===== src/rtl/switch_debounce_pkg.sv =====
// rtl/switch_debounce_pkg.sv - shared FSM state type and default debounce length for switch_debounce
package switch_debounce_pkg;

    // 10 ms of stable input at a 25 MHz clock
    localparam int DEBOUNCE_LIMIT_DEFAULT = 250000;

    typedef enum logic [1:0] {
        STABLE_LOW  = 2'd0,
        WAIT_HIGH   = 2'd1,
        STABLE_HIGH = 2'd2,
        WAIT_LOW    = 2'd3
    } deb_state_t;

endpackage


===== src/rtl/debounce_filter.sv =====
// rtl/debounce_filter.sv - one debounce channel: 2-flop sync, settle FSM, counter, optional press pulse (DEBOUNCE_PRESS_PULSE_EN)
module debounce_filter
    import switch_debounce_pkg::*;
#(
    parameter int DEBOUNCE_LIMIT = DEBOUNCE_LIMIT_DEFAULT
) (
    input  logic i_Clk,
    input  logic i_Rst,
    input  logic i_Switch,
    output logic o_Switch,
    output logic o_Press
);

    localparam int CNT_W = $clog2(DEBOUNCE_LIMIT);
    localparam logic [CNT_W-1:0] LAST_COUNT = CNT_W'(DEBOUNCE_LIMIT - 1);

    logic [1:0]       sync_q;
    logic             synced;
    deb_state_t       state;
    logic [CNT_W-1:0] count;
    logic             level_q;

    assign synced   = sync_q[1];
    assign o_Switch = level_q;

    // Two-stage synchronizer; the raw pin is never used anywhere else
    always_ff @(posedge i_Clk) begin
        if (i_Rst) begin
            sync_q <= 2'b00;
        end else begin
            sync_q <= {sync_q[0], i_Switch};
        end
    end

    // Settle FSM: an input must hold its new level for DEBOUNCE_LIMIT
    // consecutive synced cycles after the first deviation before the output follows
    always_ff @(posedge i_Clk) begin
        if (i_Rst) begin
            state   <= STABLE_LOW;
            count   <= '0;
            level_q <= 1'b0;
        end else begin
            case (state)
                STABLE_LOW: begin
                    if (synced) begin
                        state <= WAIT_HIGH;
                        count <= '0;
                    end
                end
                WAIT_HIGH: begin
                    if (!synced) begin
                        state <= STABLE_LOW;
                        count <= '0;
                    end else if (count == LAST_COUNT) begin
                        state   <= STABLE_HIGH;
                        count   <= '0;
                        level_q <= 1'b1;
                    end else begin
                        count <= count + CNT_W'(1);
                    end
                end
                STABLE_HIGH: begin
                    if (!synced) begin
                        state <= WAIT_LOW;
                        count <= '0;
                    end
                end
                WAIT_LOW: begin
                    if (synced) begin
                        state <= STABLE_HIGH;
                        count <= '0;
                    end else if (count == LAST_COUNT) begin
                        state   <= STABLE_LOW;
                        count   <= '0;
                        level_q <= 1'b0;
                    end else begin
                        count <= count + CNT_W'(1);
                    end
                end
                default: begin
                    state <= STABLE_LOW;
                    count <= '0;
                end
            endcase
        end
    end

`ifdef DEBOUNCE_PRESS_PULSE_EN
    logic press_q;

    // Pulse on exactly the edge where the debounced level goes 0->1
    always_ff @(posedge i_Clk) begin
        if (i_Rst) begin
            press_q <= 1'b0;
        end else begin
            press_q <= (state == WAIT_HIGH) && synced && (count == LAST_COUNT);
        end
    end

    assign o_Press = press_q;
`else
    assign o_Press = 1'b0;
`endif

endmodule


===== src/rtl/switch_debounce.sv =====
// rtl/switch_debounce.sv - two independent debounced push-button channels; press pulses under DEBOUNCE_PRESS_PULSE_EN
module switch_debounce
    import switch_debounce_pkg::*;
#(
    parameter int DEBOUNCE_LIMIT = DEBOUNCE_LIMIT_DEFAULT
) (
    input  logic i_Clk,
    input  logic i_Rst,
    input  logic i_Switch_1,
    input  logic i_Switch_2,
    output logic o_Switch_1,
    output logic o_Switch_2,
    output logic o_Press_1,
    output logic o_Press_2
);

    debounce_filter #(
        .DEBOUNCE_LIMIT(DEBOUNCE_LIMIT)
    ) u_filter_1 (
        .i_Clk    (i_Clk),
        .i_Rst    (i_Rst),
        .i_Switch (i_Switch_1),
        .o_Switch (o_Switch_1),
        .o_Press  (o_Press_1)
    );

    debounce_filter #(
        .DEBOUNCE_LIMIT(DEBOUNCE_LIMIT)
    ) u_filter_2 (
        .i_Clk    (i_Clk),
        .i_Rst    (i_Rst),
        .i_Switch (i_Switch_2),
        .o_Switch (o_Switch_2),
        .o_Press  (o_Press_2)
    );

endmodule


===== config.mk =====
export PLATFORM = sky130hd
export DESIGN_NAME = switch_debounce
export DESIGN_NICKNAME = d
export VERILOG_FILES = /design/src/rtl/switch_debounce_pkg.sv /design/src/rtl/debounce_filter.sv /design/src/rtl/switch_debounce.sv
export SDC_FILE = /design/constraint.sdc
export NUM_CORES = 1
export LEC_CHECK = 0
export CAP_MARGIN = 0
export CORE_MARGIN = 2
export CORE_UTILIZATION = 50
export CTS_CLUSTER_DIAMETER = 200
export DETAILED_ROUTE_END_ITERATION = 10
export GPL_ROUTABILITY_DRIVEN = 0
export PLACE_DENSITY = 0.72
export SLEW_MARGIN = 25
export SYNTH_ARGS = -nofsm -noshare
export SYNTH_HDL_FRONTEND = slang
export SYNTH_HIERARCHICAL = 1
export SYNTH_SLANG_ARGS = --single-unit

===== constraint.sdc =====
create_clock -name i_Clk -period 3.96 [get_ports i_Clk]
set_input_delay 0.594 -clock i_Clk [delete_from_list [all_inputs] [get_ports i_Clk]]
set_output_delay 0.594 -clock i_Clk [all_outputs]
set_load 0.02 [all_outputs]

---- Yosys cells after proc, flatten, opt, wreduce, memory -nomap -nowiden ----
Cells that the tools add are included.
storage, ports and cells
  input bits .............................. 4
  flip-flop bits (word level) ............. 46
  output and inout port bits .............. 4
  logic and storage cells ................. 80
cells by class
  reductions and logical operators ........ 10
  muxes and demuxes ....................... 36
  equality and inequality tests ........... 24
  add/subtract/negate cells ............... 2
operators with widths
  kind                                                                     number
  18-bit two-way mux                                                       10
  18-bit case mux with 4 select lines                                      2
  18-bit by 1-bit adder with 18-bit output, second input constant          2
  18-bit equality test, second input constant                              2
  2-bit two-way mux                                                        12
  2-bit by 1-bit inequality test with 1-bit output, second input constant  8
  2-bit case mux with 4 select lines                                       2
  5-bit AND reduction                                                      2
  2-bit equality test, second input constant                               4
  1-bit two-way mux                                                        8
  2-bit inequality test, second input constant                             4
  4-bit AND reduction                                                      2
  3-bit by 1-bit inequality test with 1-bit output, second input constant  2
  3-bit inequality test, second input constant                             2
  2-bit by 1-bit equality test with 1-bit output, second input constant    2
  2-bit logical NOT                                                        2
  1-bit case mux with 2 select lines                                       2
  2-bit AND reduction                                                      2
  2-bit nonzero test                                                       2

---- Logic depth before layout (Yosys ltp) ----
Gate-level depths: netlist of run 1.
  word-level depth ........................ 4
  gate-level depth with buffers ........... 7
  depth with buffers taken out ............ 6

---- Modules after synthesis ----
Netlist of run 1, hierarchy kept.
by module, submodules not included
  module                         seq. area each (um2)  instances  cells an instance  area each (um2)
  debounce_filter at u_filter_1  460.4                 1          163                1300.0
  debounce_filter at u_filter_2  460.4                 1          139                1179.9

---- Worst setup path before layout of run 1 ----
OpenSTA, ideal clock, no wires.
  path kind ............................... flip-flop to flip-flop
  start ................................... register u_filter_1.count[0]
  end ..................................... register u_filter_1.count[12]
  path slack .............................. 2.321 ns
  clock period less this slack ............ 1.639 ns
  library setup time ...................... 0.062 ns
  cell stages (with the launch flop) ...... 6
  arrival ................................. 1.577 ns
  cells stage by stage .................... dfxtp_1 > ha_1 > nand3_2 > or4_4 > or3_1 > nand3_1
between the ends
  longest elaborated chain between the ends .. 4
  elaborated cells on any way between the ends .. 6
  those cells by class .................... add/sub: 1; eq/ne: 1; mux: 4
ends and longest elaborated chain
  what                                                                                     line                                          text
  start: declaration                                                                       debounce_filter.sv:20                         logic [CNT_W-1:0] count;
  start signal: assignment                                                                 debounce_filter.sv:59                         count <= count + CNT_W'(1);
  start signal: assignment                                                                 debounce_filter.sv:77                         count <= count + CNT_W'(1);
  18-bit by 1-bit adder with 18-bit output / 18-bit equality test (equally long branches)  --
  18-bit two-way mux (*)                                                                   debounce_filter.sv:54, debounce_filter.sv:72
  18-bit two-way mux, on equally long branches                                             debounce_filter.sv:69, debounce_filter.sv:51
  18-bit case mux with 4 select lines (*)                                                  debounce_filter.sv:43                         case (state)
Mark *: on every way between the ends. The rest lies on a longest branch, timed or not.
A chain may end at the register's enable or synchronous reset.

---- Final worst setup path of run 1 ----
  start ................................... register u_filter_1.count[0]
  end ..................................... register u_filter_1.count[8]
Same word-level chain as after synthesis.

==> results.json, run 1 <==
{
  "antenna_cells": 0,
  "post_drt_wl_per_cell_um": 14.5,
  "holdCritStartpoint": "u_filter_2/sync_q[0]",
  "grt_use_total_pct": 20.8,
  "ys_seq_area_share_pct": 37.1,
  "holdWs_ps": 446,
  "grt_max_degree": 18,
  "fp.dieW_um": 74.4,
  "fin_ws_ps": 1690,
  "worst_pin_slew_ps": 960,
  "postPlaceCellArea_um2": 2550,
  "r2r_setup_slack_ps": 1690,
  "worstRegToRegCells": 5,
  "synth_top_area_share_pct": 37.1,
  "comb_power_share_pct": 4.0,
  "hpwl_um": 3740,
  "yosys_warnings": 6,
  "rsz0062_at_grt": "no",
  "p_leak_nw": 0.875,
  "fin_crit_ps": 2270,
  "grt_overflow": 0,
  "drive_gt1_share_pct": 8.28,
  "synthMuxAreaShare_pct": 1.21,
  "syn-cell-area_um2": 2480,
  "syn_to_final_growth_pct": 7.42,
  "hold_violations": 0,
  "setup-tns-final_ps": 0,
  "hold_path_end": "u_filter_2/sync_q[1]",
  "drt_iter0_drc": 161,
  "cts-buffers-inserted": 5,
  "internal_power_mw": 0.664,
  "drtPass1Iterations": 4,
  "start_util_pct": 52.2,
  "synthXorXnorAreaFrac_pct": 5.60,
  "clkPwrFrac_pct": 40.8,
  "synthCells": 302,
  "cts-htree-levels": 2,
  "portBuffers": 5,
  "io-pin-count": 8,
  "setup_viol": 0,
  "synth-edff-count": 0,
  "async_flop_share_pct": 0,
  "maxCapViolCount": 0,
  "fin_crit_sh_pct": 57.2,
  "via_per_inst": 5.99,
  "vias": 2210,
  "endpoint_kind": "flip-flop",
  "grt_pass1_vias": 2015,
  "ys_ff_latch": 46,
  "status": "finished, final reports clean",
  "worstReg2RegEnd": "u_filter_1/count[8]",
  "postRouteAntennaNets": 0,
  "syn_nets": 308,
  "yosys.area_share.adder_pct": 1.01,
  "hold_buffers": 0,
  "cts_sinks": 46,
  "max_freq_mhz": 441,
  "syn_area_per_cell_um2": 8.21,
  "rows": 25,
  "p_sw_share_pct": 21.8,
  "cts_tree": "yes",
  "die_h_um": 74.4,
  "power_mw": 0.849,
  "whs_path_depth": 1,
  "grt_antenna_before_repair": 0,
  "route.detailed.drc": 0,
  "critPathLaunchType": "flip-flop",
  "ys_types": 58,
  "relSlewSlack_pct": 35.5,
  "clk_latency_ps": 300,
  "post_cts_buffers": 0,
  "grt_pass1_wl_um": 8960,
  "skew_ps": 5.01,
  "pre_cts_slack_ps": 1500,
  "pwr-share-seq_pct": 55.2,
  "ys.flop_type": "dfxtp_1",
  "cts-root-buf": "clkbuf_8",
  "finish.instance_area_um2": 2660,
  "crit_arrival_ps": 2410,
  "synth-compound-area-share_pct": 16.9,
  "p_switching_mw": 0.185,
  "p_per_area_nw_per_um2": 319,
  "crit_fanout": 11,
  "nets": 307,
  "ys_top_cells_by_area": "dfxtp_1 (37%), nand3_1 (5.2%), o21ai_0 (4.4%)",
  "synth_top_family_by_area": "simple AND/OR/NAND/NOR gates",
  "die_area_um2": 5540,
  "cts_resized": 0,
  "vdd_drop_max_v": 0.000260,
  "finalWirelength_um": 5340,
  "yosys.area_share.simple_pct": 33.0,
  "r2r_start": "u_filter_1/count[0]",
  "worstPathRequired_ps": 4100,
  "drv_slew": 0,
  "clockBufferDepth": 2,
  "path_class": "flip-flop to flip-flop",
  "netlist.top_cell.by_area": "dfxtp_1",
  "core_area_um2": 4750,
  "worstHoldPathType": "flip-flop to flip-flop",
  "clk_pin_slew_ps": 80
}
## critical path, stage by stage, from the launching register on
cell,delay (ps)
dfxtp_1,470
ha_1,300
and3_2,290
nand3_1,150
o21ai_1,670
o21ai_0,230
## worst max path at each step
| stage | to | startpoint | slack, ps |
|---|---|---|---|
| 5_1_grt | u_filter_1/count[8] | u_filter_1/count[0] | 1580 |
| 3_5_place_dp | u_filter_1/count[8] | i_Rst | 1500 |
| 4_1_cts | u_filter_1/count[8] | u_filter_1/count[0] | 1750 |
| 6_report | u_filter_1/count[8] | u_filter_1/count[0] | 1690 |
| 3_3_place_gp | u_filter_2/count[11] | i_Rst | 1540 |
| 2_1_floorplan | u_filter_1/count[12] | u_filter_1/count[0] | 2320 |
## layer usage
metal | GRT usage, % | vias up | routed length (um)
met4 | 9.52 | 0 | 98
met5 | 0 | - | 0
met1 | 25.3 | 1032 | 2460
met3 | 4.88 | 11 | 268
li1 | - | 1106 | -
met2 | 34.8 | 61 | 2510
## registers in the layout (all words and copies together) (netlist names), named ones only
register	cells
u_filter_2/state	1
u_filter_1/count	18
u_filter_1/o_Switch	1
u_filter_2/o_Switch	1
u_filter_1/sync_q	2
u_filter_1/state	1
u_filter_2/count	18
u_filter_2/sync_q	2
## through the flow
step	util (%)	std cells
2_1_floorplan	-	302
3_3_place_gp	53.7	361
3_5_place_dp	53.7	361
4_1_cts	56.0	369
5_1_grt	56.0	369
6_report	56.0	369
## cells by family (layout without fill, tap and decap cells)
family          after synthesis  count (layout)
buf+inv                      26              26
xor+xnor                     15              15
other cells                   2               2
mux                           3               3
compound gates               66              66
simple gates                142             142
flops                        46              46
fa+ha+maj                     2               2
## area by class of cell
cell class / instances / area (um2)
flip-flops and latches: 46 / 921
clock buffers: 5 / 68.8
multi-input cells: 230 / 1440
repair buffers: 8 / 72.6
clock inverters: 3 / 40.0
fillers: 455 / 2090
well taps: 67 / 83.8
inverters: 10 / 37.5
## cells in the final DEF (no fill, tap or decap), types with 6 or more instances in the layout
cell type  Yosys  layout
xnor2_1        6       6
o21ai_0       22      22
nor3_1         8       8
nand3_1       26      26
or3_1          8       8
nor2_1        15      15
dfxtp_1       46      46
xor2_1         8       8
a21oi_1       15      15
and3_1         6       6
inv_1         10      10
nand4_1       13      13
nand2_1       29      29
## synthesized netlist by cell type, types with 3 or more instances
master     n
dfxtp_1   46
nand2_1   29
nand3_1   26
o21ai_0   22
a21oi_1   15
nor2_1    15
nand4_1   13
inv_1     10
buf_2      8
nor3_1     8
or3_1      8
xor2_1     8
and3_1     6
xnor2_1    6
clkbuf_1   5
nor2b_1    5
nor4_1     5
a31oi_1    4
and4_1     4
buf_4      3
mux2i_1    3
o21ai_1    3
o31ai_1    3
## power by group through the flow
stage	sequential [mW]	clock, mW	combinational, mW
5_1_grt	0.470	0.376	0.0369
4_1_cts	0.469	0.356	0.0338
2_1_floorplan	0.480	0	0.0215
3_3_place_gp	0.480	0	0.0333
3_5_place_dp	0.480	0	0.0335
6_report	0.469	0.347	0.0337
Note: power is estimated with default switching activity, not from simulation.
==> run 2, diff against run 1 <==
- clock period: 3.96 -> 2.24 ns (I/O delays scaled with it)
==> results.json, run 2 (same netlist as run 1, synthesis figures left out) <==
{
  "status": "finished, final reports clean",
  "crit_chain": "nand4b_1, nor4b_2, nand3_1, nand3b_1, a31oi_1",
  "setup_viol": 0,
  "postRouteAntennaNets": 0,
  "top_regs": "u_filter_1/count x18, u_filter_2/count x18",
  "final_common_cell": "dfxtp_1",
  "pre_cts_slack_ps": 395,
  "portBuffers": 5,
  "cts-root-buf": "clkbuf_8",
  "grt_max_degree": 16,
  "post_cts_buffers": 0,
  "hold_buffers": 0,
  "io-pin-count": 8,
  "cts_resized": 0,
  "drive_gt1_share_pct": 9.48,
  "place_inst": 366,
  "worst_pin_slew_ps": 874,
  "setup.worst_path.start": "u_filter_2/count[7]",
  "top_layer": "met4",
  "final_cells": 373,
  "route.detailed.drc": 0,
  "grt_use_total_pct": 21.3,
  "post-route-util_pct": 56.9,
  "critPathLaunchType": "flip-flop",
  "setup-tns-final_ps": 0,
  "cts_tree": "yes",
  "grt_pass1_wl_um": 9230,
  "rsz0062_at_grt": "no",
  "r2r_setup_slack_ps": 390,
  "clk_latency_ps": 300,
  "die_area_um2": 5540,
  "worstPathRequired_ps": 2470,
  "grt_overflow": 0,
  "final_cell_mix": "dfxtp_1 (46), nand2_1 (29), nand3_1 (26), o21ai_0 (22)",
  "vias": 2233,
  "cts_sinks": 46,
  "crit_fanout": 7,
  "clk_pin_slew_ps": 80,
  "drv_slew": 0,
  "core_area_um2": 4750,
  "wl_met1_um": 2410,
  "drtPass1Iterations": 5,
  "hold_violations": 0,
  "vdd_drop_max_v": 0.000314,
  "p_leak_nw": 0.898,
  "crit_arrival_ps": 2080,
  "fin_crit_ps": 1850,
  "die_h_um": 74.4,
  "cts-htree-levels": 2,
  "maxCapViolCount": 0,
  "r2r_start": "u_filter_2/count[7]",
  "p_per_area_nw_per_um2": 562,
  "drt_iter0_drc": 270,
  "rows": 25,
  "path_class": "flip-flop to flip-flop",
  "syn_to_final_growth_pct": 9.08,
  "relSlewSlack_pct": 41.3,
  "skew_ps": 7.64,
  "postPlaceCellArea_um2": 2590,
  "slowest_stage": "nor4b_2",
  "finalWirelength_um": 5390,
  "holdCritStartpoint": "u_filter_2/sync_q[0]",
  "post_drt_wl_per_cell_um": 14.5,
  "critPathMaxStageDelay_ps": 530,
  "wl_met2_um": 2540,
  "worstRegToRegCells": 5,
  "whs_path_depth": 1,
  "fp.dieW_um": 74.4,
  "clockBufferDepth": 2,
  "hold_path_end": "u_filter_2/sync_q[1]",
  "via_per_inst": 5.99,
  "endpoint_kind": "flip-flop",
  "fin_crit_sh_pct": 82.6,
  "fin_ws_ps": 390,
  "antenna_cells": 0,
  "hpwl_um": 3820,
  "wl_met3_um": 316,
  "max_freq_mhz": 540,
  "grt_pass1_vias": 2060,
  "worstReg2RegEnd": "u_filter_2/o_Switch",
  "worstHoldPathType": "flip-flop to flip-flop",
  "grt_antenna_before_repair": 0,
  "nets": 312,
  "start_util_pct": 52.2,
  "finish.instance_area_um2": 2710,
  "cts-buffers-inserted": 5
}
-- run 2: changes by cell type in the layout (fill, tap and decap cells not counted), sizes merged --
| cell | before | now |
|---|---|---|
| clkbuf | 5 | 6 |
| buf | 3 | 8 |
| clkinv | 2 | 0 |
-- run 2: worst max-delay path by stage --
stage | slack, ps | depth (start not counted) | end
2_1_floorplan | 600 | 5 | u_filter_1/count[12]
3_5_place_dp | 390 | 6 | u_filter_1/count[11]
6_report | 390 | 5 | u_filter_2/o_Switch
5_1_grt | 200 | 5 | u_filter_2/o_Switch
3_3_place_gp | 410 | 6 | u_filter_1/count[11]
4_1_cts | 380 | 5 | u_filter_2/o_Switch
-- run 2: final cells by class --
class                           count  area [um2]
Inverter                           10        37.5
Clock buffer                        6        82.6
Tap cell                           67        83.8
Clock inverter                      1        30.0
Timing Repair Buffer               13         110
Multi-Input combinational cell    230        1440
Sequential cell                    46         921
Fill cell                         475        2050
-- run 2: metrics by stage --
step                      hold slack (ps)  total power [mW]
after floorplan                       414             0.887
after global placement                417             0.909
after detailed placement              425             0.909
after CTS                             445              1.54
after global routing                  480              1.57
final                                 446              1.52
-- run 2: critical path: cells and delay by family (launching register included) --
| kind | cells | cell delay (ps) |
|---|---|---|
| simple gates | 4 | 1170 |
| compound gates | 1 | 160 |
| flops | 1 | 450 |
-- run 2: report_power, final --
group / internal (mW) / switching [mW]
Sequential: 0.823 / 0.00557
Clock: 0.357 / 0.274
Combinational: 0.0233 / 0.0377
Total: 1.20 / 0.317
-- run 2: routing by layer --
layer  track usage (%)  vias to the layer above
met5                 0                        -
met4              7.34                        0
met3              5.15                       16
met2              35.0                       85
met1              27.5                     1018
li1                  -                     1114
